$ cat config.mk
export PLATFORM = sky130hd
export DESIGN_NAME = memory_arbiter
export DESIGN_NICKNAME = d
export VERILOG_FILES = /design/src/rtl/memory_arbiter_pkg.sv /design/src/rtl/rr_arbiter2.sv /design/src/rtl/memory_arbiter.sv
export SDC_FILE = /design/constraint.sdc
export NUM_CORES = 1
export LEC_CHECK = 0
export CAP_MARGIN = 20
export CELL_PAD_IN_SITES_DETAIL_PLACEMENT = 1
export CELL_PAD_IN_SITES_GLOBAL_PLACEMENT = 1
export CORE_MARGIN = 1.5
export CORE_UTILIZATION = 34
export CTS_CLUSTER_SIZE = 40
export DETAILED_ROUTE_END_ITERATION = 7
export HOLD_SLACK_MARGIN = 0.05
export PLACE_DENSITY_LB_ADDON = 0.1
export SYNTH_ARGS = -nofsm -noshare
export SYNTH_HDL_FRONTEND = slang
export SYNTH_SLANG_ARGS = --single-unit
$ cat constraint.sdc
create_clock -name Clock -period 5 [get_ports Clock]
set_input_delay 1 -clock Clock [delete_from_list [all_inputs] [get_ports Clock]]
set_output_delay 1 -clock Clock [all_outputs]
set_load 0.01 [all_outputs]
$ cat src/rtl/memory_arbiter_pkg.sv
// Shared types for the instruction/data memory arbiter: FSM states, memory
// bus command codes and requester identifiers.
package memory_arbiter_pkg;

  typedef enum logic [1:0] {
    S_IDLE     = 2'd0,
    S_ACCESS   = 2'd1,
    S_WAIT_MFC = 2'd2,
    S_DONE     = 2'd3
  } state_e;

  localparam logic [1:0] MEM_READ  = 2'b00;
  localparam logic [1:0] MEM_WRITE = 2'b01;
  localparam logic [1:0] MEM_HIZ   = 2'b10;

  typedef enum logic {
    REQ_IF = 1'b0,
    REQ_DM = 1'b1
  } req_id_e;

endpackage

$ cat src/rtl/rr_arbiter2.sv
// Two-input round-robin arbiter; on a tie the requester not granted last wins.
module rr_arbiter2
  import memory_arbiter_pkg::*;
(
  input  logic    clk_i,
  input  logic    rst_i,
  input  logic    req_if_i,
  input  logic    req_dm_i,
  input  logic    accept_i,
  output logic    valid_o,
  output req_id_e grant_o
);

  req_id_e last_q, last_d;

  always_comb begin
    valid_o = req_if_i | req_dm_i;
    grant_o = REQ_IF;
    if (req_if_i && req_dm_i) begin
      grant_o = (last_q == REQ_IF) ? REQ_DM : REQ_IF;
    end else if (req_dm_i) begin
      grant_o = REQ_DM;
    end
  end

  always_comb begin
    last_d = last_q;
    if (accept_i && valid_o) begin
      last_d = grant_o;
    end
  end

  always_ff @(posedge clk_i or posedge rst_i) begin
    if (rst_i) begin
      last_q <= REQ_IF;
    end else begin
      last_q <= last_d;
    end
  end

endmodule

$ cat src/rtl/memory_arbiter.sv
// Arbitrates instruction-fetch and data requests onto a single memory port
// with MFC handshake, address pre-check, error reporting and timeout.
module memory_arbiter
  import memory_arbiter_pkg::*;
#(
  parameter int unsigned TIMEOUT_CYCLES = 8,
  parameter int unsigned ADDR_LIMIT     = 127
) (
  input  logic        Clock,
  input  logic        Reset,
  input  logic        IF_Req,
  input  logic [31:0] IF_Address,
  output logic        IF_Ack,
  output logic [31:0] IF_Data,
  input  logic        DM_Req,
  input  logic        DM_Write,
  input  logic [31:0] DM_Address,
  input  logic [31:0] DM_Data_In,
  output logic        DM_Ack,
  output logic [31:0] DM_Data_Out,
  output logic        Error,
  output logic [31:0] MEM_Address,
  output logic [31:0] MEM_Data_In,
  output logic [1:0]  MEM_r_w_z_z,
  input  logic [31:0] MEM_Data_Out,
  input  logic        MEM_MFC,
  input  logic        MEM_ERROR,
  output logic        Busy
);

  localparam int CNT_W = $clog2(TIMEOUT_CYCLES + 1);

  state_e      state_q, state_d;
  logic [CNT_W-1:0] cnt_q, cnt_d;
  logic        if_ack_q, if_ack_d;
  logic        dm_ack_q, dm_ack_d;
  logic        err_q, err_d;
  logic [31:0] if_data_q, if_data_d;
  logic [31:0] dm_data_q, dm_data_d;

  req_id_e     owner_q, owner_d;
  logic        write_q, write_d;
  logic [31:0] addr_q, addr_d;
  logic [31:0] wdata_q, wdata_d;

  logic        arb_valid;
  req_id_e     arb_grant;
  logic        arb_accept;
  logic        finish;

  assign arb_accept = (state_q == S_IDLE);

  rr_arbiter2 u_arb (
    .clk_i    (Clock),
    .rst_i    (Reset),
    .req_if_i (IF_Req),
    .req_dm_i (DM_Req),
    .accept_i (arb_accept),
    .valid_o  (arb_valid),
    .grant_o  (arb_grant)
  );

  always_comb begin
    state_d   = state_q;
    cnt_d     = cnt_q;
    err_d     = 1'b0;
    if_data_d = if_data_q;
    dm_data_d = dm_data_q;
    owner_d   = owner_q;
    write_d   = write_q;
    addr_d    = addr_q;
    wdata_d   = wdata_q;
    finish    = 1'b0;

    unique case (state_q)
      S_IDLE: begin
        if (arb_valid) begin
          owner_d = arb_grant;
          state_d = S_ACCESS;
          if (arb_grant == REQ_DM) begin
            addr_d  = DM_Address;
            write_d = DM_Write;
            wdata_d = DM_Data_In;
          end else begin
            addr_d  = IF_Address;
            write_d = 1'b0;
          end
        end
      end
      S_ACCESS: begin
        if (MEM_ERROR || (addr_q > ADDR_LIMIT)) begin
          err_d   = 1'b1;
          finish  = 1'b1;
          state_d = S_DONE;
        end else begin
          cnt_d   = '0;
          state_d = S_WAIT_MFC;
        end
      end
      S_WAIT_MFC: begin
        if (MEM_MFC) begin
          finish  = 1'b1;
          state_d = S_DONE;
          // Write completions leave both read-data outputs untouched.
          if (!write_q) begin
            if (owner_q == REQ_DM) dm_data_d = MEM_Data_Out;
            else                   if_data_d = MEM_Data_Out;
          end
        end else if (cnt_q == CNT_W'(TIMEOUT_CYCLES - 1)) begin
          err_d   = 1'b1;
          finish  = 1'b1;
          state_d = S_DONE;
        end else begin
          cnt_d = cnt_q + 1'b1;
        end
      end
      S_DONE: begin
        state_d = S_IDLE;
      end
      default: begin
        state_d = S_IDLE;
      end
    endcase

    // Acks are registered so they are high exactly during the DONE cycle.
    if_ack_d = finish && (owner_q == REQ_IF);
    dm_ack_d = finish && (owner_q == REQ_DM);
  end

  always_ff @(posedge Clock or posedge Reset) begin
    if (Reset) begin
      state_q   <= S_IDLE;
      cnt_q     <= '0;
      if_ack_q  <= 1'b0;
      dm_ack_q  <= 1'b0;
      err_q     <= 1'b0;
      if_data_q <= '0;
      dm_data_q <= '0;
    end else begin
      state_q   <= state_d;
      cnt_q     <= cnt_d;
      if_ack_q  <= if_ack_d;
      dm_ack_q  <= dm_ack_d;
      err_q     <= err_d;
      if_data_q <= if_data_d;
      dm_data_q <= dm_data_d;
    end
  end

  // Latched access descriptor; only meaningful outside IDLE, so no reset.
  always_ff @(posedge Clock) begin
    owner_q <= owner_d;
    write_q <= write_d;
    addr_q  <= addr_d;
    wdata_q <= wdata_d;
  end

  always_comb begin
    MEM_r_w_z_z = MEM_HIZ;
    if ((state_q == S_ACCESS) || (state_q == S_WAIT_MFC)) begin
      MEM_r_w_z_z = write_q ? MEM_WRITE : MEM_READ;
    end
  end

  assign MEM_Address = addr_q;
  assign MEM_Data_In = wdata_q;
  assign IF_Ack      = if_ack_q;
  assign DM_Ack      = dm_ack_q;
  assign Error       = err_q;
  assign IF_Data     = if_data_q;
  assign DM_Data_Out = dm_data_q;
  assign Busy        = (state_q != S_IDLE);

endmodule

==> impl_summary.md <==
Run status
The run finished with clean final reports.

Timing
Of the available clock period, the critical path in the final layout requires 59.0%. The final number of max-transition violations is 0. On the final layout, the worst clock skew is 0.00909 ns. The fmax is 339 MHz.

The worst path in the final design needs a cycle of 2.95 ns, including I/O delays and setup. Setup repair after global routing left no endpoint under its margin. The final hold violation count came to 0. The slew at the pin with the worst max-slew slack is 0.990 ns. The worst pin sits at a relative slew slack of 33.8%. In the post-route analysis, the smallest setup slack over all paths is 2.05 ns. Setup violations remaining at the end of the flow were counted as 0.

Setup total negative slack on the finished layout was measured at 0 ns.

Power and ir drop
The worst-case vdd ir drop is 0.261 mV. In this run, the combinational gates consume 34.9% of the power. In this run, the clock network consumes 27.1% of the power. The leakage power total is 3.49 nW. The net switching fraction of the power is 28.0%. The net switching power is 1.34 mW. Internal power comes to 3.44 mW. The power density over the cells is 533 nW/um2. Of the total power, registers draw 38.0%.

Job
Max-cap violations in this run came to 0.

Floorplan
The initial core utilization is 35.2%. The region available for standard cell placement spans 15300 um2. The die boundary width is 129 um. The die is 129 um tall. Pin placement for this block handled 269 I/O pins. In this run the core area contains 45 standard-cell rows. The die covers 16600 um2.

Yosys
Summing the areas of all xor and xnor instances in the mapped netlist gives 0% of the synthesized area. The share of the Yosys chip area taken by registers is 71.2%. The synthesized design contains 66 enable-type register cells. The synthesized cell area is 5390 um2.

The share of synthesized registers carrying an async set or reset is 52.9%. Synthesis handed over a netlist of 312 instances. In this run, synthesis produced a sequential element count of 140. After Yosys synthesis, full adders, half adders and majority gates account for 0.929% of the synthesized area. The Yosys step of the flow raised 0 warnings. The biggest area consumer among synthesized cells is sky130_fd_sc_hd__edfxtp_1. Each instance of the synthesized netlist takes up on average 17.3 um2. The share of the synthesized area in compound gates (AO/OA/AOI/OAI) is 2.51%. Yosys attributes the largest share of cell area to sky130_fd_sc_hd__edfxtp_1 (37%), sky130_fd_sc_hd__dfrtp_1 (34%), sky130_fd_sc_hd__mux2_2 (20%), sky130_fd_sc_hd__buf_2 (0.93%), sky130_fd_sc_hd__ha_1 (0.93%).

After synthesis, the largest family of logic cells by area is multiplexers. Of the total synthesized cell area, the portion taken by AND, OR, NAND and NOR gates is 3.92%. Multiplexer cells account for 20.1% of the synthesized area. When the netlist entered floorplanning its net count stood at 451. The commonest register cell after synthesis is sky130_fd_sc_hd__dfrtp_1. The number of different library cells in the post-synthesis netlist is 32. The area share of the largest cell type after synthesis is 36.8%.

Clock network
The post-cts sizing count is 0. The clock slew seen by the registers of the worst setup and hold paths is 0.06 ns. Counting every sink on the clock net gives 140.

In this run the deepest clock path goes through 2 buffers. The post-CTS setup buffer count is 0. The H-tree generated during clock tree synthesis spans 4 levels. The cell chosen for the clock root is sky130_fd_sc_hd__clkbuf_16. In this run, CTS created clock tree buffers numbering 17. The clock network latency to the later pin of the worst-skew pair is 0.41 ns. The number of hold buffers added after cts is 0.

The clock tree from TritonCTS is yes.

Detailed routing
The wire length after detailed routing is 14900 um. The number of optimization iterations in the first detailed-route pass is 4. In this run the remaining antenna-violating nets after routing total 0. After detailed routing, the number of remaining DRC violations is 0. The number of design-rule violations left by the first detailed-router iteration is 170. Dividing the detail-routed via count by the number of cells gives 4.61.

The routed via count is 3772. The routed wire length per instance is 18.2 um.

Cells and area
The number of antenna repair diodes is 0. From synthesis to final layout, the design area changed by 66.5%. The sequential cells in the finished layout cover a total of 3830 um2. Summing all multi-input logic gate instances after layout gives 1500 um2. The library cell used most frequently in the layout, excluding fill and tap cells, is sky130_fd_sc_hd__clkdlybuf4s50_1. The share of final-layout standard cells stronger than drive strength 1 is 22.7%. The final net count is 734.

The library cells used most frequently in the layout, excluding fill and tap cells, are sky130_fd_sc_hd__clkdlybuf4s50_1 (268), sky130_fd_sc_hd__mux2_2 (95), sky130_fd_sc_hd__dfrtp_1 (74). The number of fillers in the final layout is 1506.

GRT
The number of global-route vias before repair came to 4034. The global-route wire length before repair is 22800 um. The largest net degree at the start of global routing is 50. The total congestion overflow after global routing is 0. The global-route met3 utilization is 6.20%. The initial antenna violation count was 0. The most used routing layer is met2.

Global routing used 18.3% of the available tracks across all layers. Global routing consumed, on the met1 layer, 20.8% of the routing resources. The global-route track usage on met2 is 32.3%.

Critical path
Along the worst path, the maximum fanout reaches 4. For the worst setup path, the data arrival time is 1.95 ns. The nature of the critical path endpoint is a primary output. The register-to-register setup slack is 2.81 ns.

The category of the worst setup path launch point is a flip-flop. The endpoint required time on the critical path is 4.00 ns. The critical path in this run is classified as flip-flop to primary output.

Placed design
Detailed placement ended at an HPWL of 11200 um. At the end of routability-driven placement, the weighted congestion stood at 0.760. Timing analysis after detailed placement gives a worst setup slack of 1.85 ns. The number of buffer cells added on primary ports is 268.

Min path
The worst hold-check path type is flip-flop to flip-flop.
-- worst max-delay path: stages, from the launching register on --
cell and delay [ns]:
sky130_fd_sc_hd__dfrtp_1 0.40, sky130_fd_sc_hd__inv_1 0.08, sky130_fd_sc_hd__ha_1 0.36, sky130_fd_sc_hd__and2_1 0.14, sky130_fd_sc_hd__clkdlybuf4s50_1 0.55
-- power groups by stage --
stage	Combinational, mW	Sequential (mW)	Clock (mW)
floorplan	0.509	1.99	0
CTS	1.70	1.82	1.32
global placement	1.65	1.82	0
finish	1.67	1.82	1.30
detailed placement	1.69	1.84	0
global route	1.78	1.87	1.37
-- metal layers --
metal  vias up  wire length [um]
met5         -                 0
met4         0               205
met3        13              1080
met2       150              7780
met1      1876              5850
li1       1733                 -
-- area by class of cell --
cell class,instances,share of cell area (%)
Inverter,7,0.293
Clock inverter,14,1.97
Clock buffer,18,4.78
Multi-Input combinational cell,155,16.7
Timing Repair Buffer,274,30.5
Tap cell,211,2.94
Sequential cell,140,42.7
-- through the flow --
stage / hold WS, ns / area [um2] / cells / util, % / power (mW)
finish: 0.489 / 8970 / 819 / 58.6 / 4.78
global route: 0.517 / 8970 / 819 / 58.6 / 5.02
CTS: 0.491 / 8950 / 818 / 58.5 / 4.84
detailed placement: 0.477 / 8350 / 786 / 54.5 / 3.53
global placement: 0.478 / 8350 / 786 / 54.5 / 3.47
floorplan: 0.474 / 5390 / 312 / - / 2.50
-- state kept, by name, summed over array words and instances (netlist names) --
register / cells
DM_Data_Out: 32
IF_Data: 32
MEM_Address: 32
MEM_Data_In: 32
cnt_q: 4
state_q: 2
DM_Ack: 1
Error: 1
IF_Ack: 1
owner_q: 1
u_arb.last_q: 1
write_q: 1
-- synth_stat cells (3+ instances only) --
master	count
sky130_fd_sc_hd__mux2_2	95
sky130_fd_sc_hd__dfrtp_1	74
sky130_fd_sc_hd__edfxtp_1	66
sky130_fd_sc_hd__buf_2	10
sky130_fd_sc_hd__nor2_1	8
sky130_fd_sc_hd__inv_1	7
sky130_fd_sc_hd__nor4_1	7
sky130_fd_sc_hd__nand2_1	6
sky130_fd_sc_hd__and2_1	4
sky130_fd_sc_hd__ha_1	4
sky130_fd_sc_hd__a21oi_1	3
-- cells by family (layout without fill, tap and decap cells) --
| logic type | Yosys count | after routing |
|---|---|---|
| DFF | 140 | 140 |
| muxes | 96 | 96 |
| and+or+nand+nor | 38 | 38 |
| AOI/OAI and AO/OA | 17 | 17 |
| buffers and inverters | 17 | 313 |
| adders and majority gates | 4 | 4 |
-- final timing paths --
path	startpoint	cells after the start	endpoint
setup / recovery	state_q[0]	4	MEM_r_w_z_z[0]
hold / removal	IF_Data[19]	1	IF_Data[19]
setup reg to reg	state_q[0]	6	IF_Data[22]
hold reg to reg	IF_Data[19]	1	IF_Data[19]
max in group asynchronous	Reset	3	IF_Data[13]
min in group asynchronous	Reset	2	IF_Data[26]
Power figures use the tool's default switching activity.
